==> src/rtl/blue_io_pkg.sv <==
// Shared definitions for the blue_io memory-mapped peripherals:
// register addresses, identification word and bus data width.
package blue_io_pkg;

    localparam int unsigned IO_DATA_W = 16;

    typedef enum logic [1:0] {
        SWP_ADDR_STATE   = 2'd0,
        SWP_ADDR_CHANGED = 2'd1,
        SWP_ADDR_RAW     = 2'd2,
        SWP_ADDR_ID      = 2'd3
    } swp_addr_e;

    localparam logic [IO_DATA_W-1:0] SWP_ID = 16'hB1E0;

endpackage

==> src/rtl/switch_port_if.sv <==
// Single-cycle read bus between the processor load path and switch_port.
interface switch_port_if;
    import blue_io_pkg::*;

    logic                 rd_req;
    logic [1:0]           rd_addr;
    logic [IO_DATA_W-1:0] rd_data;
    logic                 rd_valid;

    modport master (output rd_req, output rd_addr, input  rd_data, input  rd_valid);
    modport slave  (input  rd_req, input  rd_addr, output rd_data, output rd_valid);
endinterface

==> src/rtl/switch_port_debounce.sv <==
// switch_debounce: one switch bit -- 2-flop synchronizer followed by a
// counter-based debouncer that accepts a level after DEBOUNCE_CYCLES stable cycles.
module switch_debounce #(
    parameter int unsigned DEBOUNCE_CYCLES = 16
) (
    input  logic clk,
    input  logic rst,
    input  logic sw_in,
    output logic stable,
    output logic raw,
    output logic change_pulse
);
    localparam int unsigned CW = $clog2(DEBOUNCE_CYCLES);
    localparam logic [CW-1:0] CNT_MAX = CW'(DEBOUNCE_CYCLES - 1);

    logic          r_s1;
    logic          r_s2;
    logic          r_stable;
    logic [CW-1:0] r_cnt;
    logic          w_differs;
    logic          w_accept;

    assign w_differs = (r_s2 != r_stable);
    assign w_accept  = w_differs && (r_cnt == CNT_MAX);

    always_ff @(posedge clk) begin
        if (rst) begin
            r_s1     <= 1'b0;
            r_s2     <= 1'b0;
            r_stable <= 1'b0;
            r_cnt    <= '0;
        end else begin
            r_s1 <= sw_in;
            r_s2 <= r_s1;
            if (!w_differs) begin
                r_cnt <= '0;
            end else if (w_accept) begin
                r_stable <= r_s2;
                r_cnt    <= '0;
            end else begin
                r_cnt <= r_cnt + 1'b1;
            end
        end
    end

    assign stable       = r_stable;
    assign raw          = r_s2;
    assign change_pulse = w_accept;
endmodule

==> src/rtl/switch_port.sv <==
// switch_port: debounced board-switch input peripheral with sticky change
// register (clear-on-read) and 1-cycle read port. Define SWITCH_PORT_IRQ_EN for irq.
module switch_port
    import blue_io_pkg::*;
#(
    parameter int unsigned WIDTH           = 4,
    parameter int unsigned DEBOUNCE_CYCLES = 16
) (
    input  logic             clk,
    input  logic             rst,
    input  logic [WIDTH-1:0] switches,
    switch_port_if.slave     bus,
    output logic             irq
);
    logic [WIDTH-1:0]     w_stable;
    logic [WIDTH-1:0]     w_raw;
    logic [WIDTH-1:0]     w_pulse;
    logic [WIDTH-1:0]     r_changed;
    logic                 w_clear;
    logic [IO_DATA_W-1:0] w_rd_mux;
    logic [IO_DATA_W-1:0] r_rd_data;
    logic                 r_rd_valid;

    for (genvar g = 0; g < WIDTH; g++) begin : g_bit
        switch_debounce #(
            .DEBOUNCE_CYCLES(DEBOUNCE_CYCLES)
        ) u_deb (
            .clk          (clk),
            .rst          (rst),
            .sw_in        (switches[g]),
            .stable       (w_stable[g]),
            .raw          (w_raw[g]),
            .change_pulse (w_pulse[g])
        );
    end

    assign w_clear = bus.rd_req && (swp_addr_e'(bus.rd_addr) == SWP_ADDR_CHANGED);

    always_comb begin
        w_rd_mux = '0;
        case (swp_addr_e'(bus.rd_addr))
            SWP_ADDR_STATE:   w_rd_mux = IO_DATA_W'(w_stable);
            SWP_ADDR_CHANGED: w_rd_mux = IO_DATA_W'(r_changed);
            SWP_ADDR_RAW:     w_rd_mux = IO_DATA_W'(w_raw);
            SWP_ADDR_ID:      w_rd_mux = SWP_ID;
            default:          w_rd_mux = '0;
        endcase
    end

    // Set wins over clear: a pulse coincident with a clearing read survives for the next read.
    always_ff @(posedge clk) begin
        if (rst) begin
            r_changed  <= '0;
            r_rd_data  <= '0;
            r_rd_valid <= 1'b0;
        end else begin
            r_changed  <= (r_changed & ~{WIDTH{w_clear}}) | w_pulse;
            r_rd_valid <= bus.rd_req;
            r_rd_data  <= bus.rd_req ? w_rd_mux : '0;
        end
    end

    assign bus.rd_data  = r_rd_data;
    assign bus.rd_valid = r_rd_valid;

`ifdef SWITCH_PORT_IRQ_EN
    logic r_irq;

    always_ff @(posedge clk) begin
        if (rst) begin
            r_irq <= 1'b0;
        end else begin
            r_irq <= |r_changed;
        end
    end

    assign irq = r_irq;
`else
    assign irq = 1'b0;
`endif
endmodule
==> src/flat_wrapper.sv <==
// flat-port wrapper written by rule: the top's interface ports become plain ports
module switch_port_flat import blue_io_pkg::*;
#(
    parameter int unsigned WIDTH           = 4,
    parameter int unsigned DEBOUNCE_CYCLES = 16
)
  (clk, rst, switches, irq, bus_rd_req, bus_rd_addr, bus_rd_data, bus_rd_valid);
  switch_port_if bus_i ();
  input  logic clk;
  input  logic rst;
  input  logic [WIDTH-1:0] switches;
  output logic irq;
  input wire logic [$bits(bus_i.rd_req)-1:0] bus_rd_req;
  input wire logic [$bits(bus_i.rd_addr)-1:0] bus_rd_addr;
  output wire logic [$bits(bus_i.rd_data)-1:0] bus_rd_data;
  output wire logic [$bits(bus_i.rd_valid)-1:0] bus_rd_valid;
  assign bus_i.rd_req = bus_rd_req;
  assign bus_i.rd_addr = bus_rd_addr;
  assign bus_rd_data = bus_i.rd_data;
  assign bus_rd_valid = bus_i.rd_valid;
  switch_port #(.WIDTH(WIDTH), .DEBOUNCE_CYCLES(DEBOUNCE_CYCLES)) u_core (.clk(clk), .rst(rst), .switches(switches), .bus(bus_i), .irq(irq));
endmodule
==> config.mk <==
export PLATFORM = sky130hd
export DESIGN_NAME = switch_port_flat
export DESIGN_NICKNAME = d
export VERILOG_FILES = /design/src/rtl/blue_io_pkg.sv /design/src/rtl/switch_port_if.sv /design/src/rtl/switch_port_debounce.sv /design/src/rtl/switch_port.sv /design/src/flat_wrapper.sv
export SDC_FILE = /design/constraint.sdc
export NUM_CORES = 1
export LEC_CHECK = 0
export CAP_MARGIN = 25
export CORE_UTILIZATION = 60
export DETAILED_ROUTE_END_ITERATION = 10
export DONT_BUFFER_PORTS = 1
export PLACE_DENSITY_LB_ADDON = 0.2
export SLEW_MARGIN = 20
export SYNTH_ARGS = -nofsm -noshare
export SYNTH_HDL_FRONTEND = slang
export SYNTH_SLANG_ARGS = --single-unit
==> constraint.sdc <==
create_clock -name clk -period 1.6 [get_ports clk]
set_input_delay 0.32 -clock clk [delete_from_list [all_inputs] [get_ports clk]]
set_output_delay 0.32 -clock clk [all_outputs]
set_load 0.005 [all_outputs]
==> run_results.csv, run 1 <==
group,metric,value,unit
status,status,"completed",
global_route,grt_pass1_vias,837,
power,p_total,1611,uW
routing,avgViaCountPerCell,5.256,
routing,wl_per_cell,11.80,um
clock_tree,cts_buffers,5,
worst_setup_path,cpPeakStageDelay,0.41,ns
power,ir_drop,731.6,uV
worst_setup_path,crit_arrival,1.57,ns
worst_setup_path,critPathTopFamily,"simple AND/OR/NAND/NOR gates",
timing,fin_crit_sh,80.56,%
floorplan,pin_count,27,
logic_synthesis,synth_warnings,0,
logic_synthesis,synthTopCellsByCount,"dfxtp_1, nor2_1, buf_4",
floorplan,num_rows,17,
global_route,grt_first_pass_wirelength,3470,um
global_route,grt_overflow,0,
routing,drcViolationCount,0,
timing,finalHoldViolCount,0,
worst_setup_path,start_kind,"flop",
timing,fmax,0.7758,GHz
logic_synthesis,yosys.area.top_type_share,51.70,%
worst_setup_path,critPathCapture,"u_core.g_bit[1].u_deb.r_cnt[0]",
worst_setup_path,crit_cells,4,
floorplan,die_h,51.52,um
flow_run,cap_violations,0,
final_layout,n_antenna_cell,0,
global_route,grt_start_max_net_pins,27,
floorplan,start_util,65.26,%
min_path,hp-class,"in -> reg",
worst_setup_path,r2r_cells,4,
floorplan,fp.dieW,51.52,um
timing,slew_violations,0,
power,power_leakage,0.0006284,uW
worst_setup_path,cp-end-kind,"flop",
placed_design,dp_hpwl,1495,um
clock_tree,clk_path_buf_depth,2,
global_route,antenna_found_initial,0,
logic_synthesis,avgSynthCellArea,10.01,sq um
timing,period_needed,1.289,ns
logic_synthesis,async_reset_ff_share,0,%
routing,detail_route.first_pass.iterations,4,
worst_setup_path,setup.worst_path.start,"u_core.g_bit[1].u_deb.r_cnt[0]",
clock_tree,cts-resized-gates,0,
power,p_per_area,1078,mW/mm^2
global_route,track_usage,18.88,%
placed_design,place_congestion,0.6796,
logic_synthesis,synthDistinctLibCells,25,
worst_setup_path,r2r_slack,0.31,ns
worst_setup_path,critPathSlowestCell,"or3b_1",
clock_tree,cts_setup_buffers,0,
logic_synthesis,seq_area_frac_synth,51.70,%
logic_synthesis,ys.flop_type,"dfxtp_1",
clock_tree,path_clk_slew,0.11,ns
final_layout,fill_cells,198,
min_path,worstHoldStart,"rst",
clock_tree,cts_sinks,38,
routing,num_vias,904,
routing,drtIter0Drc,9,
worst_setup_path,crit_type,"reg -> reg",
worst_setup_path,cp_num_buf_inv,0,
timing,fin_skew,0.01177,ns
logic_synthesis,ys_ff_latch,38,
timing,finalSetupViolations,0,
clock_tree,clkLatencyLatePin,0.34,ns
routing,wirelength,2030,um
clock_tree,cts_tree,"yes",
routing,ant_nets,0,
logic_synthesis,yosysTopAreaCell,"dfxtp_1",
worst_setup_path,reg2reg_to,"u_core.g_bit[1].u_deb.r_cnt[0]",
logic_synthesis,synth_cells,147,
floorplan,coreArea,0.002255,sq mm
final_layout,final_nets,156,
final_layout,area_growth,1.530,%
worst_setup_path,path_cells,"ha_1 > nand3_1 > or3b_1 > nor2_1",
final_layout,drive_gt1_share,9.028,%
worst_setup_path,rr_startpoint,"u_core.g_bit[1].u_deb.r_cnt[0]",
placed_design,io_buffers,0,
clock_tree,htreeDepth,2,
clock_tree,ctsRootBufferMaster,"clkbuf_4",
logic_synthesis,synth_edf_count,0,
logic_synthesis,synth_area,0.001471,sq mm
worst_setup_path,critPathRequiredTime,1.88,ns
timing,rsz0062_at_grt,"no",
worst_setup_path,crit_fanout,3,
logic_synthesis,yosysMostFrequentCell,"dfxtp_1",
clock_tree,cts.hold.buffers_added,0,
logic_synthesis,netlist_top_cells_area,"dfxtp_1, buf_4, mux2i_1",
floorplan,die_area,0.002654,sq mm
timing,fin_tns_setup,0,ns
## worst register-to-register path, stage by stage (launching register included)
cell,delay [ns]
dfxtp_1,0.35
ha_1,0.23
nand3_1,0.12
or3b_1,0.41
nor2_1,0.12
## state kept, by name (all words and copies together) (netlist names)
signal                     count
u_core.g_bit.u_deb.r_s1        4
u_core.g_bit.u_deb.r_cnt      16
u_core.g_bit.u_deb.stable      4
u_core.bus.rd_valid            1
u_core.r_changed               4
u_core.bus.rd_data             5
u_core.g_bit.u_deb.raw         4
## cell families after synthesis
logic type / after synthesis / synth area share (%)
simple gates: 51 / 17.26
flops: 38 / 51.70
buf+inv: 21 / 8.758
compound gates: 12 / 6.038
xor+xnor: 12 / 7.143
mux: 8 / 5.442
fa+ha+maj: 4 / 3.401
other cells: 1 / 0.2549
## through the flow
stage / cell area (sq um) / setup slack [ns] / hold WS (ns) / instances / utilization, %
2_1_floorplan: 1490 / 0.4376 / 0.4138 / 152 / -
3_3_place_gp: 1415 / 0.4153 / 0.3944 / 164 / 62.76
3_5_place_dp: 1415 / 0.3245 / 0.3965 / 164 / 62.76
4_1_cts: 1494 / 0.2980 / 0.01436 / 172 / 66.26
5_1_grt: 1494 / 0.2482 / 0.005190 / 172 / 66.26
6_report: 1494 / 0.3111 / 0.03624 / 172 / 66.26
## layout by cell type (no fill, tap or decap)
cell,synthesis,routed
clkbuf_4,0,5
or2_2,3,3
nand3_1,8,8
a311o_1,3,3
inv_1,4,4
nor2b_2,1,1
nor2_1,17,17
a2bb2oi_1,1,1
ha_1,4,4
xnor2_1,8,8
conb_1,1,6
xor2_1,4,4
nor2b_1,8,8
a21o_1,4,4
or3b_1,1,1
nor3_1,8,8
clkbuf_8,0,3
nand2b_1,1,1
dfxtp_1,38,38
and3_1,1,1
nand2_1,3,3
inv_2,1,1
a21oi_1,4,4
mux2i_1,8,8
## worst min-delay path by stage
stage | to | slack, ns | cells after the start
6_report | u_core.g_bit[3].u_deb.r_cnt[2] | 0.04 | 1
2_1_floorplan | u_core.g_bit[0].u_deb.raw | 0.41 | 1
5_1_grt | u_core.g_bit[3].u_deb.r_cnt[2] | 0.005 | 1
4_1_cts | u_core.g_bit[3].u_deb.stable | 0.01 | 1
3_5_place_dp | u_core.g_bit[1].u_deb.r_s1 | 0.40 | 1
3_3_place_gp | u_core.g_bit[3].u_deb.r_s1 | 0.39 | 1
## per-layer routing
metal  GRT usage, %  share of wire (%)
met4          13.51                2.7
met3          8.480                7.1
met2          29.65                 47
met5              0                  0
met1          19.93                 43
## where the power goes
part / total (uW) / leakage [uW] / switching [uW] / internal, uW
clock network: 602 / 0.0000446 / 301 / 300
logic: 38.9 / 0.000275 / 19.9 / 19.0
registers: 970 / 0.000308 / 9.55 / 961
total: 1610 / 0.000628 / 331 / 1280
## cell type report
class                   count  area [sq um]  share of cell area [%]
inverters                   5         18.77                   1.256
flip-flops and latches     38         760.7                   50.92
well taps                  28         35.03                   2.345
clock buffers               8         78.83                   5.276
multi-input cells          93         600.6                   40.20
Note: power is estimated with default switching activity, not from simulation.
==> run 2: changes to the inputs <==
CORE_UTILIZATION = 54   (was 60)
clock period = 1.1 ns   (was 1.6 ns; I/O delays follow)
==> run 2 against run 1 <==
  * The flow now finishes with violations (setup timing)
  * Core utilization down 0.24 points
  * Cell count up 8.1%
  * Via count up 5.8%
  * Clock skew up 0.0036 ns
  * Clock-buffer cell count down 1
  * Clock power up 25%
  * Sequential cell count unchanged
  * Die area up 11%
  * Fmax up 15%
  * Worst hold slack worse by 0.017 ns
  * Sequential power up 45%
  * Critical path type unchanged
  * Critical endpoint is now u_core.g_bit[1].u_deb.r_cnt[1]
==> run_results.csv, run 2 (synthesis gave the netlist of run 1 again) <==
group,metric,value,unit
status,status,"complete, but fails checks",
status,violations,"setup timing",
worst_setup_path,crit_arrival,1.42,ns
final_layout,final_common_cell,"dfxtp_1",
min_path,hp-class,"in -> reg",
final_layout,final_cell_mix,"dfxtp_1, nor2_1, dfxtp_2",
final_layout,drive_gt1_share,25.64,%
final_layout,area_growth,13.18,%
floorplan,pin_count,27,
timing,fin_crit_sh,101.8,%
timing,slew_violations,0,
placed_design,dpl_cell_area,0.001435,sq mm
final_layout,largest_register_ff_count,16,
floorplan,coreArea,0.002522,sq mm
worst_setup_path,critPathRequiredTime,1.40,ns
clock_tree,clk_path_buf_depth,2,
global_route,grt_overflow,0,
final_layout,multi_input_area,663.1,sq um
timing,rsz0062_at_grt,"yes",
placed_design,dp_hpwl,1439,um
floorplan,num_rows,18,
clock_tree,htreeDepth,2,
flow_run,cap_violations,0,
clock_tree,cts_tree,"yes",
clock_tree,cts_sinks,38,
timing,fmax,0.8926,GHz
clock_tree,path_clk_slew,0.12,ns
global_route,grt_start_max_net_pins,19,
placed_design,io_buffers,0,
worst_setup_path,crit_type,"reg -> reg",
global_route,grt_first_pass_wirelength,3850,um
routing,num_vias,956,
final_layout,final_cells,186,
power,power_leakage,0.0006771,uW
final_layout,fill_cells,206,
clock_tree,ctsRootBufferMaster,"clkbuf_4",
placed_design,placedCellCount,167,
global_route,antenna_found_initial,0,
final_layout,largest_register,"u_core.g_bit.u_deb.r_cnt",
final_layout,postLayoutCellArea,0.001665,sq mm
placed_design,place_congestion,0.6831,
routing,wl_per_cell,12.24,um
global_route,grt_pass1_vias,933,
timing,finalWorstSetupSlack,-0.02033,ns
timing,finalSetupViolations,3,
timing,fin_skew,0.01537,ns
power,ir_drop,913.7,uV
clock_tree,cts_buffers,5,
floorplan,die_h,54.20,um
routing,drtIter0Drc,17,
routing,ant_nets,0,
final_layout,n_antenna_cell,0,
routing,drcViolationCount,0,
worst_setup_path,crit_fanout,3,
floorplan,start_util,58.33,%
floorplan,die_area,0.002938,sq mm
routing,detail_route.first_pass.iterations,4,
final_layout,seq_area,774.5,sq um
floorplan,fp.dieW,54.20,um
timing,finalHoldViolCount,0,
global_route,track_usage,19.60,%
worst_setup_path,start_kind,"flop",
routing,avgViaCountPerCell,5.140,
worst_setup_path,cp-end-kind,"flop",
clock_tree,clkLatencyLatePin,0.35,ns
final_layout,final_util,66.02,%
final_layout,final_nets,168,
power,p_per_area,1355,mW/mm^2
routing,wirelength,2277,um
timing,period_needed,1.120,ns
## run 2: metrics by stage
step / setup TNS [ns] / total power [uW] / worst slack, ns / hold WS (ns)
after floorplan: 0 / 1531 / 0.0001781 / 0.3482
after global placement: 0 / 1497 / 0.01269 / 0.2956
after detailed placement: -0.09598 / 1500 / -0.03870 / 0.2959
after CTS: -0.06504 / 2273 / -0.03176 / 0.01010
after global routing: -0.2141 / 2340 / -0.06752 / 0.01444
final: -0.04709 / 2257 / -0.02033 / 0.01899
## run 2: what timing repair did
action                     4_1_cts  5_1_grt
setup endpoints to repair       19       19
gates resized for setup          6       17
pin swaps                        6        4
setup buffers                    3        2
hold endpoints to repair        16        2
hold buffers                     8        1
## run 2: power breakdown
group,switching (uW),internal (uW)
clock network,446,310
registers,14.6,1400
logic,40.6,47.1
## run 2: final timing paths
check	endpoint	slack, ns	cells after the start	start
setup / recovery	u_core.g_bit[1].u_deb.r_cnt[1]	-0.02	4	u_core.g_bit[1].u_deb.r_cnt[1]
hold / removal	u_core.bus.rd_data[13]	0.02	1	bus_rd_addr[0]
setup reg to reg	u_core.g_bit[1].u_deb.r_cnt[1]	-0.02	4	u_core.g_bit[1].u_deb.r_cnt[1]
hold reg to reg	u_core.g_bit[0].u_deb.r_cnt[0]	0.43	1	u_core.g_bit[0].u_deb.r_cnt[0]
## run 2: worst max-delay path: stages (launching register included)
cell	delay (ns)
dfxtp_2	0.36
ha_4	0.16
nand3_2	0.06
or3b_4	0.40
nor2_2	0.09
## run 2: final cells by class
class	instances	share of cell area, %
flip-flops and latches	38	46.51
multi-input cells	93	39.82
repair buffers	12	6.687
clock buffers	7	3.306
well taps	30	2.254
inverters	5	1.127
clock inverters	1	0.3005
## run 2: routing by layer
layer | routed length, um | vias to the layer above | global-route usage, %
met4 | 56 | 0 | 11.54
met5 | 0 | - | 0
li1 | - | 482 | -
met3 | 162 | 5 | 8.757
met2 | 999 | 28 | 31.30
met1 | 1058 | 441 | 21.18
==> run 3: changes to the inputs <==
CORE_MARGIN = 5   (was not set)
==> run 3 against run 2 <==
  * Sequential cell count is the same
  * The flow still finishes with violations (setup timing)
  * Non-clock buffer count shrank 4
  * First-iteration DRC count grew to 2.8 times the previous value
  * Highest routed layer unchanged
  * Design area grew 2.1%
  * Register-to-register slack lost 0.05 ns
  * Largest cell class unchanged
  * Clock power grew 62%
==> run_results.csv, run 3 (synthesis gave the netlist of run 1 again) <==
group,metric,value,unit
routing,detail_route.first_pass.iterations,4,
floorplan,die_area,0.003869,sq mm
global_route,antenna_found_initial,0,
global_route,grt_pass1_vias,924,
final_layout,final_nets,164,
worst_setup_path,crit_arrival,1.44,ns
floorplan,start_util,54.77,%
timing,slew_violations,0,
routing,ant_nets,0,
min_path,worstHoldStart,"switches[1]",
worst_setup_path,r2r_slack,-0.07,ns
worst_setup_path,crit_fanout,3,
final_layout,largest_register_ff_count,16,
worst_setup_path,crit_type,"reg -> reg",
clock_tree,path_clk_slew,0.11,ns
routing,avgViaCountPerCell,5.087,
timing,rsz0062_at_grt,"yes",
clock_tree,cts_tree,"yes",
timing,finalHoldViolCount,0,
final_layout,n_antenna_cell,0,
timing,relSlewSlack,64.56,%
timing,finalSetupViolations,3,
final_layout,final_cells,183,
timing,fmax,0.8564,GHz
power,pwr-share-clk,45.0,%
timing,period_needed,1.168,ns
global_route,track_usage,13.14,%
clock_tree,clk_path_buf_depth,2,
clock_tree,cts_sinks,38,
final_layout,fill_cells,213,
power,p_total,2717,uW
status,violations,"setup timing",
clock_tree,cts_buffers,5,
worst_setup_path,critPathRequiredTime,1.38,ns
placed_design,placedCellCount,169,
placed_design,place_congestion,0.7443,
min_path,hold_end,"u_core.g_bit[1].u_deb.r_s1",
power,power_leakage,0.0006803,uW
timing,fin_crit_sh,106.2,%
floorplan,coreArea,0.002686,sq mm
routing,num_vias,931,
power,ir_drop,1317,uV
floorplan,fp.dieW,62.20,um
timing,holdWs,0.01271,ns
worst_setup_path,reg2reg_to,"u_core.g_bit[1].u_deb.r_cnt[1]",
worst_setup_path,start_kind,"flop",
floorplan,num_rows,19,
min_path,hp-class,"in -> reg",
placed_design,dp_hpwl,1496,um
clock_tree,ctsRootBufferMaster,"clkbuf_4",
final_layout,drive_gt1_share,26.32,%
final_layout,area_growth,15.56,%
floorplan,die_h,62.20,um
timing,fin_skew,0.006468,ns
clock_tree,clkLatencyLatePin,0.34,ns
final_layout,final_common_cell,"dfxtp_1",
final_layout,largest_register,"u_core.g_bit.u_deb.r_cnt",
flow_run,cap_violations,0,
timing,max_slew.worst_pin.slew,0.5298,ns
power,p_per_area,1598,mW/mm^2
worst_setup_path,cp-end-kind,"flop",
timing,fin_tns_setup,-0.1895,ns
timing,finalWorstSetupSlack,-0.06769,ns
worst_setup_path,r2r_cells,4,
power,p_int,2206,uW
power,p_sw,510.7,uW
min_path,hold_depth,1,
floorplan,pin_count,27,
placed_design,pre_cts_ws,-0.04063,ns
final_layout,final_cell_mix,"dfxtp_1, nor2_1, nor2b_1, mux2i_1",
placed_design,io_buffers,0,
routing,wl_per_cell,13.01,um
routing,drtIter0Drc,47,
clock_tree,htreeDepth,2,
routing,wirelength,2380,um
global_route,grt_overflow,0,
status,status,"complete, but fails checks",
routing,drcViolationCount,0,
power,power_frac_comb,3.1,%
global_route,grt_start_max_net_pins,15,
power,p_seq_share,51.9,%
power,swShare,18.80,%
global_route,grt_first_pass_wirelength,4015,um
worst_setup_path,rr_startpoint,"u_core.g_bit[1].u_deb.r_cnt[0]",
==> run 3: layer usage <==
metal	global-route usage [%]	up-vias	wire length (um)
met4	6.504	0	39
met1	14.96	425	1036
met5	0	-	0
li1	-	477	-
met2	21.11	24	1110
met3	5.225	5	193
==> run 3: critical path, cell delays in order (launching register included) <==
cell and delay (ns):
dfxtp_4 0.38, ha_4 0.17, nand3_4 0.06, or3b_4 0.41, nor2_2 0.09
==> run 3: power groups by stage <==
stage               logic [uW]  registers [uW]  clock network [uW]
finish                    84.0            1410                1220
global route              94.1            1410                1320
global placement          56.9            1440                   0
floorplan                 91.8            1440                   0
detailed placement        58.6            1440                   0
CTS                       78.7            1410                1230
==> run 3: stage by stage <==
| stage | instance area, sq um | util [%] |
|---|---|---|
| 3_3_place_gp | 1444 | 53.75 |
| 3_5_place_dp | 1444 | 53.75 |
| 6_report | 1700 | 63.30 |
| 2_1_floorplan | 1500 | - |
| 5_1_grt | 1700 | 63.30 |
| 4_1_cts | 1634 | 60.83 |
==> run 3: worst max path at each step <==
stage	from	to	slack [ns]	cells after the start
5_1_grt	u_core.g_bit[1].u_deb.r_cnt[0]	u_core.g_bit[1].u_deb.r_cnt[3]	-0.11	4
2_1_floorplan	u_core.g_bit[1].u_deb.r_cnt[0]	u_core.g_bit[1].u_deb.r_cnt[3]	0.0002	4
3_5_place_dp	u_core.g_bit[1].u_deb.r_cnt[0]	u_core.g_bit[1].u_deb.r_cnt[3]	-0.04	4
3_3_place_gp	u_core.g_bit[3].u_deb.r_cnt[0]	u_core.g_bit[3].u_deb.r_cnt[3]	0.02	3
6_report	u_core.g_bit[1].u_deb.r_cnt[0]	u_core.g_bit[1].u_deb.r_cnt[1]	-0.07	4
4_1_cts	u_core.g_bit[1].u_deb.r_cnt[1]	u_core.g_bit[1].u_deb.r_cnt[1]	-0.04	4
==> run 3: cell type report <==
cell class                      instances  area [sq um]  area share [%]
Clock buffer                            6         51.30           3.017
Clock inverter                          2         60.06           3.532
Inverter                                5         18.77           1.104
Multi-Input combinational cell         93         680.7           40.03
Sequential cell                        38         777.0           45.70
Tap cell                               31         38.79           2.281
Timing Repair Buffer                    8         73.82           4.341
==> run 3: what timing repair did <==
action | CTS | global route
setup buffers | 2 | 1
pin swaps | 6 | 4
hold endpoints to repair | 16 | 0
hold buffers | 4 | 0
resized for setup | 7 | 19
setup endpoints to repair | 19 | 19
